## config.mk

```make
export PLATFORM = sky130hd
export DESIGN_NAME = circuit_core_flat
export DESIGN_NICKNAME = d
export VERILOG_FILES = /design/src/rtl/circuit_pkg.sv /design/src/rtl/circuit_if.sv /design/src/rtl/circuit_add.sv /design/src/rtl/circuit_core.sv /design/src/flat_wrapper.sv
export SDC_FILE = /design/constraint.sdc
export NUM_CORES = 1
export LEC_CHECK = 0
export CAP_MARGIN = 5
export CELL_PAD_IN_SITES_DETAIL_PLACEMENT = 0
export CELL_PAD_IN_SITES_GLOBAL_PLACEMENT = 2
export CORE_MARGIN = 2
export CORE_UTILIZATION = 35
export CTS_CLUSTER_DIAMETER = 100
export DETAILED_ROUTE_END_ITERATION = 8
export PLACE_DENSITY_LB_ADDON = 0.1
export SLEW_MARGIN = 20
export SYNTH_ARGS = -nofsm -noshare
export SYNTH_HDL_FRONTEND = slang
export SYNTH_SLANG_ARGS = --single-unit
```

## constraint.sdc

```tcl
create_clock -name clk -period 8.2 [get_ports clk]
set_input_delay 1.64 -clock clk [delete_from_list [all_inputs] [get_ports clk]]
set_output_delay 1.64 -clock clk [all_outputs]
set_load 0.05 [all_outputs]
```

## src/rtl/circuit_pkg.sv

```systemverilog
// circuit_pkg: shared width constants for the wide accumulator slice.
package circuit_pkg;
    localparam int W_DEFAULT = 96;
    localparam int SLICE = 32;
endpackage

```

## src/rtl/circuit_if.sv

```systemverilog
// circuit_if: sample-enable, data-in and running-sum bundle for circuit_core.
interface circuit_if import circuit_pkg::*; #(parameter int W = W_DEFAULT) ();
    logic en;
    logic [W-1:0] X;
    logic [W-1:0] Y;
    modport master (output en, output X, input Y);
    modport slave (input en, input X, output Y);
endinterface

```

## src/rtl/circuit_add.sv

```systemverilog
// circuit_add: combinational W-bit modular adder built from rippled SLICE-bit pieces.
module circuit_add import circuit_pkg::*; #(parameter int W = W_DEFAULT) (
    input  logic [W-1:0] a,
    input  logic [W-1:0] b,
    output logic [W-1:0] sum
);
    localparam int N = (W + SLICE - 1) / SLICE;
    logic [N-1:0] c;
    assign c[0] = 1'b0;
    for (genvar i = 0; i < N; i++) begin : g
        localparam int LO = i * SLICE;
        localparam int WD = (W - LO < SLICE) ? W - LO : SLICE;
        if (i < N - 1) begin : g_mid
            assign {c[i+1], sum[LO+:WD]} = {1'b0, a[LO+:WD]} + {1'b0, b[LO+:WD]} + (WD+1)'(c[i]);
        end else begin : g_top
            // carry out of the top slice is the discarded modular overflow
            assign sum[LO+:WD] = a[LO+:WD] + b[LO+:WD] + WD'(c[i]);
        end
    end
endmodule

```

## src/rtl/circuit_core.sv

```systemverilog
// circuit_core: enabled W-bit accumulator; registered input stage then registered running sum.
module circuit_core import circuit_pkg::*; #(parameter int W = W_DEFAULT) (
    input logic clk,
    input logic rst,
    circuit_if.slave bus
);
    logic [W-1:0] x_q, acc, sum;
    logic v_q;
    circuit_add #(.W(W)) u_add (.a(acc), .b(x_q), .sum(sum));
    always_ff @(posedge clk or posedge rst) begin
        if (rst) begin
            x_q <= '0;
            v_q <= 1'b0;
            acc <= '0;
        end else begin
            v_q <= bus.en;
            if (bus.en) x_q <= bus.X;
            if (v_q) acc <= sum;
        end
    end
    assign bus.Y = acc;
endmodule

```

## src/flat_wrapper.sv

```systemverilog
// flat-port wrapper written by rule: the top's interface ports become plain ports
module circuit_core_flat import circuit_pkg::*;
#(parameter int W = W_DEFAULT)
  (clk, rst, bus_en, bus_X, bus_Y);
  circuit_if #(.W(W)) bus_i ();
  input logic clk;
  input logic rst;
  input wire logic [$bits(bus_i.en)-1:0] bus_en;
  input wire logic [$bits(bus_i.X)-1:0] bus_X;
  output wire logic [$bits(bus_i.Y)-1:0] bus_Y;
  assign bus_i.en = bus_en;
  assign bus_i.X = bus_X;
  assign bus_Y = bus_i.Y;
  circuit_core #(.W(W)) u_core (.clk(clk), .rst(rst), .bus(bus_i));
endmodule
```

==> Yosys cells after proc, flatten, opt, wreduce, memory -nomap -nowiden <==
Cells that the tools add are included.
{ "classes": {"add_sub_neg": 5} }
{ "ops": {"columns": ["cell", "count"], "rows": [
  ["32-bit by 32-bit adder with 33-bit output", 2],
  ["33-bit by 1-bit adder with 33-bit output", 1],
  ["32-bit by 1-bit adder with 32-bit output", 1],
  ["32-bit adder", 1]
]} }
{ "totals": {"register_bits": 193, "input_bits": 99, "out_inout_bits": 96, "wordCells": 8} }

==> Logic depth before layout (Yosys ltp) <==
Gate-level depths: netlist of the first run.
{ "logic_depth": {"word_depth": 3, "ltp_mapped": 32, "ltp_nobuf": 32} }

==> Modules after synthesis <==
Synthesis of the first run repeated with hierarchy kept, for this count alone.
{ "hier_totals": {"hier_cells": 1095, "area_unflattened_um2": 12525.8} }
{ "by_module_without_submodules": {"columns": ["module", "instances", "cells_each", "area_each_um2", "seq_area_each_um2"], "rows": [
  ["circuit_core", 1, 408, 7558.5, 4829.6],
  ["circuit_add", 1, 687, 4967.3, 0.0]
]} }

==> Least setup slack after synthesis of the first run <==
No wires, ideal clock.
{ "synth_timing": {"path_type": "register -> register", "startpoint": "register u_core.acc[0], in the netlist u_core.bus.Y[0]", "endpoint": "register u_core.acc[86], in the netlist u_core.bus.Y[86]", "setup_time_ps": 125, "arrival_time_ps": 6853, "required_ps": 8075, "path_slack_ps": 1222, "path_stages_with_launch": 33, "n_path_buf": 0, "synth_period_minus_slack_ps": 6978, "cell_sequence": "dfrtp_1 > ha_1 > fa_1 > a21o_1 > a21o_1 > a2111oi_4 > o41ai_2 > and4_4 > o21ai_4 > o21ai_1 > a21oi_1 > o221a_2 > fa_1 > fa_1 > nand2b_1 > a21oi_2 > o311ai_2 > a211o_1 > a21oi_2 > nor3_1 > o41ai_2 > nor2_1 > o21bai_1 > fa_1 > a211oi_2 > o21a_1 > nor2_2 > o21bai_1 > a2111oi_4 > o21ai_2 > nor2b_1 > xnor2_1 > mux2_2"} }
{ "synth_between": {"elab_chain_cells": 3} }
{ "synth_rtl": {"columns": ["element", "line", "rtl"], "rows": [
  ["start: declaration", "circuit_core.sv:7", "logic [W-1:0] x_q, acc, sum;"],
  ["start signal: assignment", "circuit_core.sv:18", "if (v_q) acc <= sum;"],
  ["32-bit by 32-bit adder with 33-bit output", "circuit_add.sv:14", "assign {c[i+1], sum[LO+:WD]} = {1'b0, a[LO+:WD]} + {1'b0, b[LO+:WD]} + (WD+1)'(c[i]);"],
  ["33-bit by 1-bit adder with 33-bit output", "circuit_add.sv:14", null],
  ["32-bit by 1-bit adder with 32-bit output", "circuit_add.sv:17", "assign sum[LO+:WD] = a[LO+:WD] + b[LO+:WD] + WD'(c[i]);"]
]} }
No other way between the ends.
A chain may end at the register's enable or synchronous reset.

==> Worst setup path after layout of the first run <==
Same ends and word-level chain as after synthesis.

==> impl_summary.log, run 1 <==
[metrics] power share of the clock group: 13.0%
[metrics] Main synth FF type: sky130_fd_sc_hd__dfrtp_1
[metrics] die outline area: 34500 um2
[metrics] maximum clock rate: 133 MHz
[metrics] peak fanout along the critical path: 5
[metrics] die height: 186 um
[metrics] slowest stage delay, CP: 0.43 ns
[metrics] remaining number of nets flagged by the antenna check after routing: 0
[metrics] Iter 0 DRT Violations: 240
[metrics] clock sink count: 193
[metrics] part of the power in registers: 23.6%
[metrics] cell area power density: 441 nW/um2
[metrics] total global routing overflow: 0
[metrics] Total Routing Usage GR: 16.9%
[metrics] arrival time at the worst endpoint: 7.88 ns
[metrics] hold bufs inserted after CTS: 0
[metrics] overall routed net length: 28.3 mm
[metrics] ratio of cells with drive above 1 in the final layout: 18.9%
[metrics] clock-pin slew on the worst setup and hold paths: 0.08 ns
[metrics] Comb pwr share: 63.4%
[metrics] worst vdd ir: 0.200 mV
[metrics] initial cell density of the core: 35.5%
[metrics] Filler Cells Inserted: 3223
[metrics] leading post-synthesis cells by cell area: sky130_fd_sc_hd__dfrtp_1 (42%), sky130_fd_sc_hd__mux2_2 (16%), sky130_fd_sc_hd__ha_1 (10%), sky130_fd_sc_hd__xnor2_1 (4.2%), sky130_fd_sc_hd__a21oi_1 (3.6%)
[metrics] slew of the pin with the lowest slew margin: 1.05 ns
[metrics] ys async rst share: 100%
[metrics] initial antenna violation count: 3
[metrics] wire per inst: 16.8 um
[metrics] final worst-path cycle share: 92.0%
[metrics] Worst setup EP type: flip-flop
[metrics] via count of the first global-routing pass: 8604
[metrics] maximum number of pins on one net before global-route repair: 129
[metrics] number of register bits inferred by synthesis: 193
[metrics] minimum period implied by the final worst setup slack: 7.55 ns
[metrics] count of flip-flops with a built-in enable after synthesis: 0
[metrics] leakage power total: 6.14 nW
[metrics] final-layout setup total negative slack: 0 ns
[metrics] I/O pin count: 195
[metrics] cell at the root of the clock tree: sky130_fd_sc_hd__clkbuf_16
[metrics] area added between synthesis and finish: 25.9%
[metrics] horizontal die dimension: 186 um
[metrics] vias after detailed routing: 8452
[metrics] core box area: 32500 um2
[metrics] nets in the synthesized netlist: 1240
[metrics] Final #Nets: 1423
[metrics] sequential share of the synthesized area: 41.8%
[metrics] max-slew violation count: 0
[metrics] count of buffers added by post-CTS timing repair for setup: 0
[metrics] drt via density: 5.02
[metrics] number of rows created at floorplan: 66
[metrics] gp weighted congestion: 0.784
[metrics] maximum root-to-sink buffer count: 2
[metrics] class of the most critical setup path: reg2reg
[metrics] CTS buffer count: 17
[metrics] Clock Skew: 0.0151 ns
[metrics] half-perimeter wire length of the detailed placement result: 20.6 mm
[metrics] mean post-synth cell area: 11.1 um2
[metrics] most frequent cell on the critical path: sky130_fd_sc_hd__fa_1
[metrics] post-synth top area share: 41.8%
[metrics] element type at the critical path start: flip-flop
[metrics] level count of the clock H-tree: 4
[metrics] number of max-cap violations: 0
[metrics] Internal Power: 3.40 mW
[metrics] net switching power figure: 3.02 mW
[metrics] post_cts resized: 0
[metrics] largest area contributor in the synthesized netlist: sky130_fd_sc_hd__dfrtp_1
[metrics] master of the slowest instance on the critical path: sky130_fd_sc_hd__o41ai_2
[metrics] Fin. Hold Viols: 0
[metrics] number of cells produced by synthesis: 1044
[metrics] Req. time, crit path: 8.54 ns
[metrics] yosys warns: 0
[metrics] Clk Latency, worst-skew pair: 0.45 ns
[metrics] global-route wire length before repair: 45.6 mm
[metrics] switching share of power: 47.1%
[metrics] drt pass-1 iters: 5
[metrics] post-synthesis instance area: 11600 um2
[metrics] DRC violation count after routing: 0
[metrics] run status: completed
[metrics] minimum setup slack among reg-to-reg paths: 0.65 ns
[metrics] Distinct cells, synth: 67
[metrics] sum of internal, switching and leakage power: 6.42 mW
[metrics] IO Port Bufs: 194
[metrics] count of final setup violators: 0
[metrics] kind of path behind the tightest hold check: reg2reg
[metrics] Slew HR: 30.2%
[metrics] CTS tree: built
[metrics] setup repair after global routing missed its margin: no
critical path: cells and delay by family (launching register included):
family | cells | cell delay (ns)
flip-flops | 1 | 0.37
multiplexers | 1 | 0.26
AO/OA/AOI/OAI | 19 | 4.11
adder cells (fa/ha/maj) | 5 | 1.55
XOR/XNOR | 1 | 0.11
AND/OR/NAND/NOR | 6 | 1.02
power by group through the flow:
stage,clock network [mW],registers [mW],logic [mW]
6_report,0.837,1.51,4.07
5_1_grt,0.908,1.57,4.45
4_1_cts,0.873,1.52,4.11
3_5_place_dp,0,1.54,4.08
3_3_place_gp,0,1.53,4.08
2_1_floorplan,0,2.33,2.20
registers in the layout (all words and copies together) (netlist names):
name,flops
u_core.v_q,1
u_core.bus.Y,96
u_core.x_q,96
area by class of cell:
| cell class | count | area, um2 | share of cell area, % |
|---|---|---|---|
| Timing Repair Buffer | 198 | 1970 | 13.5 |
| Inverter | 27 | 109 | 0.748 |
| Sequential cell | 193 | 4830 | 33.2 |
| Clock buffer | 17 | 425 | 2.92 |
| Clock inverter | 15 | 154 | 1.06 |
| Tap cell | 442 | 553 | 3.80 |
| Multi-Input combinational cell | 790 | 6500 | 44.7 |
| Antenna cell | 3 | 7.51 | 0.0516 |
cell families after synthesis:
| group | share of synthesized area (%) |
|---|---|
| xor gates and xnor gates | 5.68 |
| buffers and inverters | 2.02 |
| and+or+nand+nor | 8.05 |
| muxes | 16.1 |
| DFF | 41.8 |
| adders and majority gates | 10.8 |
| AOI/OAI and AO/OA | 15.6 |
path summary, 6_finish.rpt:
| kind | start | endpoint | cells after the start |
|---|---|---|---|
| max reg2reg | u_core.bus.Y[0]$_DFFE_PP0P_ | u_core.bus.Y[86]$_DFFE_PP0P_ | 32 |
| max | u_core.bus.Y[0]$_DFFE_PP0P_ | u_core.bus.Y[86]$_DFFE_PP0P_ | 32 |
| min | u_core.bus.Y[95]$_DFFE_PP0P_ | u_core.bus.Y[95]$_DFFE_PP0P_ | 1 |
| min reg2reg | u_core.bus.Y[95]$_DFFE_PP0P_ | u_core.bus.Y[95]$_DFFE_PP0P_ | 1 |
| max in group asynchronous | rst | u_core.bus.Y[20]$_DFFE_PP0P_ | 3 |
| min in group asynchronous | rst | u_core.x_q[37]$_DFFE_PP0P_ | 2 |
Yosys cell counts (9+ instances only):
library cell	number
sky130_fd_sc_hd__a21o_1	42
sky130_fd_sc_hd__a21oi_1	83
sky130_fd_sc_hd__a31oi_1	9
sky130_fd_sc_hd__clkbuf_1	29
sky130_fd_sc_hd__dfrtp_1	193
sky130_fd_sc_hd__ha_1	93
sky130_fd_sc_hd__inv_1	27
sky130_fd_sc_hd__mux2_2	164
sky130_fd_sc_hd__nand2_1	57
sky130_fd_sc_hd__nand3_1	16
sky130_fd_sc_hd__nor2_1	42
sky130_fd_sc_hd__nor2b_1	10
sky130_fd_sc_hd__nor3_1	17
sky130_fd_sc_hd__o21a_1	12
sky130_fd_sc_hd__o21ai_0	41
sky130_fd_sc_hd__o21bai_1	12
sky130_fd_sc_hd__xnor2_1	55
sky130_fd_sc_hd__xor2_1	20
cell usage in the layout (no fill, tap or decap), types with 5 or more instances in the layout:
cell type and n:
sky130_fd_sc_hd__nor3_1 17, sky130_fd_sc_hd__dfrtp_1 192, sky130_fd_sc_hd__nand2b_1 7, sky130_fd_sc_hd__buf_4 5
sky130_fd_sc_hd__a21oi_1 83, sky130_fd_sc_hd__inv_1 26, sky130_fd_sc_hd__nand3_1 16, sky130_fd_sc_hd__o21a_1 12
sky130_fd_sc_hd__a21o_1 42, sky130_fd_sc_hd__clkinvlp_4 5, sky130_fd_sc_hd__ha_1 93, sky130_fd_sc_hd__o31ai_1 7
sky130_fd_sc_hd__and3_1 7, sky130_fd_sc_hd__nand2_1 57, sky130_fd_sc_hd__xnor2_1 55, sky130_fd_sc_hd__a31oi_1 9
sky130_fd_sc_hd__clkbuf_16 17, sky130_fd_sc_hd__mux2_2 164, sky130_fd_sc_hd__nand4_1 7, sky130_fd_sc_hd__o21bai_1 11
sky130_fd_sc_hd__nor2b_1 10, sky130_fd_sc_hd__o21ai_1 6, sky130_fd_sc_hd__xor2_1 20, sky130_fd_sc_hd__o21ai_0 41
sky130_fd_sc_hd__nor2_1 42, sky130_fd_sc_hd__clkdlybuf4s50_1 193
layer usage:
metal / wire (um) / GRT usage, %
met1: 13400 / 22.3
met2: 13100 / 27.4
met3: 1500 / 4.58
met4: 334 / 4.31
met5: 13 / 0
metrics by stage:
| step | cell area (um2) | hold slack, ns | setup slack, ns | util, % | cells |
|---|---|---|---|---|---|
| 2_1_floorplan | 11600 | 0.485 | 1.22 | - | 1044 |
| 3_3_place_gp | 14000 | 0.479 | 0.570 | 42.9 | 1650 |
| 3_5_place_dp | 14000 | 0.495 | 0.449 | 42.9 | 1650 |
| 4_1_cts | 14500 | 0.505 | 0.391 | 44.7 | 1682 |
| 5_1_grt | 14500 | 0.526 | 0.0631 | 44.7 | 1684 |
| 6_report | 14600 | 0.499 | 0.654 | 44.7 | 1685 |
No activity file was read; power rests on OpenSTA's default activity.
==> inputs of run 2 (changes only) <==
--- a/config.mk
+++ b/config.mk
@@ -9,11 +9,14 @@
 export CELL_PAD_IN_SITES_DETAIL_PLACEMENT = 0
 export CELL_PAD_IN_SITES_GLOBAL_PLACEMENT = 2
 export CORE_MARGIN = 2
-export CORE_UTILIZATION = 35
+export CORE_UTILIZATION = 43
 export CTS_CLUSTER_DIAMETER = 100
 export DETAILED_ROUTE_END_ITERATION = 8
+export DONT_BUFFER_PORTS = 1
 export PLACE_DENSITY_LB_ADDON = 0.1
 export SLEW_MARGIN = 20
 export SYNTH_ARGS = -nofsm -noshare
 export SYNTH_HDL_FRONTEND = slang
+export SYNTH_HIERARCHICAL = 1
 export SYNTH_SLANG_ARGS = --single-unit
+export TNS_END_PERCENT = 1
==> run 2 against run 1 <==
  * Synthesized cell count increased by 4.9%
  * Global-route usage up 2.3 points
  * Register-to-register slack improved by 0.05 ns
  * Combinational power is 23% lower
  * Via count fell by 2.2%
  * Wire length is 0.69% higher
  * Critical path type unchanged
  * Largest power group unchanged
==> impl_summary.log, run 2 <==
[metrics] setup repair after global routing missed its margin: no
[metrics] most used cells in the layout excluding fill and tap cells: sky130_fd_sc_hd__dfrtp_1 (191), sky130_fd_sc_hd__mux2_2 (112), sky130_fd_sc_hd__ha_1 (93), sky130_fd_sc_hd__a21oi_1 (81), sky130_fd_sc_hd__mux2_4 (80)
[metrics] number of cells produced by synthesis: 1095 (+4.9%)
[metrics] kind of path behind the tightest hold check: reg2reg
[metrics] slowest stage delay, CP: 0.58 ns (+0.15 ns)
[metrics] class of the most critical setup path: reg2reg
[metrics] most common library cell in the layout ignoring fill and taps: sky130_fd_sc_hd__dfrtp_1
[metrics] cell at the root of the clock tree: sky130_fd_sc_hd__clkbuf_16
[metrics] drt via density: 5.59 (+12%)
[metrics] ratio of cells with drive above 1 in the final layout: 23.2% (+4.3 points)
[metrics] post-synthesis instance area: 12500 um2 (+8.4%)
[metrics] half-perimeter wire length of the detailed placement result: 21.0 mm (+1.6%)
[metrics] I/O pin count: 195 (unchanged)
[metrics] post-synth top area share: 38.6% (-3.2 points)
[metrics] minimum period implied by the final worst setup slack: 7.50 ns (-0.0457 ns)
[metrics] run status: completed
[metrics] largest area contributor in the synthesized netlist: sky130_fd_sc_hd__dfrtp_1
[metrics] clock sink count: 193 (unchanged)
[metrics] number of max-cap violations: 0 (unchanged)
[metrics] number of rows created at floorplan: 62 (-6.1%)
[metrics] Req. time, crit path: 8.53 ns (about the same)
[metrics] Clk Latency, worst-skew pair: 0.45 ns (about the same)
[metrics] Distinct cells, synth: 71 (+6.0%)
[metrics] initial cell density of the core: 43.6% (+8.1 points)
[metrics] gp weighted congestion: 0.798 (+1.7%)
[metrics] cell depth of the worst min-delay path: 1 (unchanged)
[metrics] max-slew violation count: 0 (unchanged)
[metrics] Worst setup EP type: flip-flop
[metrics] commonest cells in the synthesized netlist: sky130_fd_sc_hd__dfrtp_1 (193), sky130_fd_sc_hd__mux2_2 (112), sky130_fd_sc_hd__ha_1 (93)
[metrics] clock-pin slew on the worst setup and hold paths: 0.07 ns (about the same)
[metrics] Fin. Hold Viols: 0 (unchanged)
[metrics] Final #Nets: 1274 (-10%)
[metrics] remaining number of nets flagged by the antenna check after routing: 0 (unchanged)
[metrics] wire per inst: 19.3 um (+15%)
[metrics] Iter 0 DRT Violations: 410 (+71%)
[metrics] master of the slowest instance on the critical path: sky130_fd_sc_hd__dfrtp_1
[metrics] drt pass-1 iters: 5 (unchanged)
[metrics] level count of the clock H-tree: 4 (unchanged)
[metrics] slew of the pin with the lowest slew margin: 0.943 ns (-0.103 ns)
[metrics] Slew HR: 37.1% (+6.9 points)
[metrics] peak fanout along the critical path: 6 (+1)
[metrics] final-layout setup total negative slack: 0 ns (unchanged)
[metrics] Cell Area, Placed: 12700 um2 (-8.9%)
[metrics] count of flip-flops with a built-in enable after synthesis: 0 (unchanged)
[metrics] vias after detailed routing: 8262 (-2.2%)
[metrics] most frequent cell on the critical path: sky130_fd_sc_hd__fa_1
[metrics] count of final setup violators: 0 (unchanged)
[metrics] element type at the critical path start: flip-flop
[metrics] global-route wire length before repair: 47.0 mm (+3.2%)
[metrics] DRC violation count after routing: 0 (unchanged)
[metrics] count of buffers added by post-CTS timing repair for setup: 0 (unchanged)
[metrics] sequential share of the synthesized area: 38.6% (-3.2 points)
[metrics] cell area power density: 481 nW/um2 (+9.0%)
[metrics] Total Routing Usage GR: 19.2% (+2.3 points)
[metrics] area added between synthesis and finish: 6.47%
[metrics] overall routed net length: 28.5 mm (+0.69%)
[metrics] Main synth FF type: sky130_fd_sc_hd__dfrtp_1
[metrics] leakage power total: 5.99 nW (-2.5%)
[metrics] depth of the worst register-to-register path: 26 (-19%)
[metrics] mean post-synth cell area: 11.4 um2 (+3.3%)
[metrics] Clock Skew: 0.0124 ns (-0.00272 ns)
[metrics] leading post-synthesis cells by cell area: sky130_fd_sc_hd__dfrtp_1 (39%), sky130_fd_sc_hd__mux2_2 (10%), sky130_fd_sc_hd__mux2_4 (9.6%), sky130_fd_sc_hd__ha_1 (9.3%), sky130_fd_sc_hd__a21oi_1 (3.2%)
[metrics] die outline area: 30500 um2 (-12%)
[metrics] die height: 175 um (-5.9%)
[metrics] maximum clock rate: 133 MHz (+0.61%)
[metrics] Top delay family on crit path: compound AO/OA/AOI/OAI gates
[metrics] ys async rst share: 100% (unchanged)
[metrics] IO Port Bufs: 0 (-100%)
[metrics] initial antenna violation count: 8 (+5)
[metrics] design area: 13300 um2 (-8.3%)
[metrics] maximum number of pins on one net before global-route repair: 123 (-4.7%)
[metrics] horizontal die dimension: 175 um (-5.9%)
[metrics] maximum root-to-sink buffer count: 2 (unchanged)
[metrics] total global routing overflow: 0 (unchanged)
[metrics] WP buf/inv: 0 (unchanged)
[metrics] CTS buffer count: 17 (unchanged)
[metrics] final worst-path cycle share: 91.5% (-0.56 points)
[metrics] nets in the synthesized netlist: 1291 (+4.1%)
[metrics] Worst path depth: 26 (-19%)
[metrics] number of register bits inferred by synthesis: 193 (unchanged)
[metrics] worst vdd ir: 0.214 mV (+7.0%)
[metrics] CTS tree: built
[metrics] via count of the first global-routing pass: 8563 (-0.48%)
[metrics] yosys warns: 6 (+6)
[metrics] arrival time at the worst endpoint: 7.84 ns (-0.04 ns)
[metrics] most frequent cell after synthesis: sky130_fd_sc_hd__dfrtp_1
[metrics] core box area: 28700 um2 (-12%)
==> run 2: cell count changes after synthesis, sizes merged, moves of 8 or more <==
cell,change
xnor2,-15
nand4,+8
nor2,-14
buf,+20
nand2,-13
mux2,+28
clkbuf,-14
xor2,+18
o211ai,+9
==> run 2: area by class of cell <==
cell class	count	area (um2)
inverters	27	109
repair buffers	4	30.0
multi-input cells	835	7270
well taps	384	480
clock inverters	13	150
flip-flops and latches	193	4830
clock buffers	19	453
diodes	2	5.00
fillers	2704	15400
==> run 2: stage by stage <==
stage / power (mW) / hold slack, ns / cells / setup slack, ns / util, %
final: 6.41 / 0.514 / 1477 / 0.699 / 46.5
after global routing: 6.92 / 0.532 / 1475 / 0.0548 / 46.4
after CTS: 6.48 / 0.520 / 1475 / 0.449 / 46.4
after detailed placement: 5.58 / 0.503 / 1443 / 0.465 / 44.3
after global placement: 5.57 / 0.495 / 1443 / 0.653 / 44.3
after floorplan: 4.92 / 0.482 / 1095 / 1.30 / -
==> run 2: worst paths after layout <==
path                                               from                      endpoint  slack [ns]
setup / recovery           u_core/bus.Y[11]$_DFFE_PP0P_  u_core/bus.Y[94]$_DFFE_PP0P_        0.70
hold / removal               u_core/x_q[80]$_DFFE_PP0P_    u_core/x_q[80]$_DFFE_PP0P_        0.51
setup reg to reg           u_core/bus.Y[11]$_DFFE_PP0P_  u_core/bus.Y[94]$_DFFE_PP0P_        0.70
hold reg to reg              u_core/x_q[80]$_DFFE_PP0P_    u_core/x_q[80]$_DFFE_PP0P_        0.51
max in group asynchronous                           rst  u_core/bus.Y[54]$_DFFE_PP0P_        5.47
min in group asynchronous                           rst    u_core/x_q[69]$_DFFE_PP0P_        1.22
==> run 2: where the power goes <==
group	total (mW)	switching [mW]	internal [mW]
Clock	0.865	0.394	0.471
Sequential	2.42	1.18	1.25
Combinational	3.13	1.59	1.54
==> run 2: metal layers <==
metal	vias up	global-route usage, %	share of wire (%)
li1	4040	-	-
met1	4038	25.2	46
met2	146	30.0	45
met3	24	7.53	7.1
met4	14	4.17	0.94
met5	-	0	0.36
==> run 2: timing repair <==
item / in CTS / in global routing
endpoints found under the setup margin: 0 / 10
hold buffers: 0 / 0
gates resized for setup: 0 / 4
==> run 2: cell families after synthesis <==
| kind of cell | Yosys count | share of synthesized area (%) |
|---|---|---|
| adder cells (fa/ha/maj) | 97 | 9.93 |
| buffers and inverters | 67 | 3.45 |
| XOR/XNOR | 78 | 5.45 |
| multiplexers | 194 | 19.8 |
| AO/OA/AOI/OAI | 283 | 15.2 |
| AND/OR/NAND/NOR | 183 | 7.56 |
| flip-flops | 193 | 38.6 |
==> inputs of run 3 (changes only) <==
--- a/config.mk
+++ b/config.mk
@@ -10,10 +10,11 @@
 export CELL_PAD_IN_SITES_GLOBAL_PLACEMENT = 2
 export CORE_MARGIN = 2
 export CORE_UTILIZATION = 43
-export CTS_CLUSTER_DIAMETER = 100
+export CTS_CLUSTER_DIAMETER = 40
 export DETAILED_ROUTE_END_ITERATION = 8
 export DONT_BUFFER_PORTS = 1
 export PLACE_DENSITY_LB_ADDON = 0.1
+export SETUP_SLACK_MARGIN = 0.05
 export SLEW_MARGIN = 20
 export SYNTH_ARGS = -nofsm -noshare
 export SYNTH_HDL_FRONTEND = slang
==> results of run 3 <==
No change in the layout: final DEF, timing and power equal those of run 2.
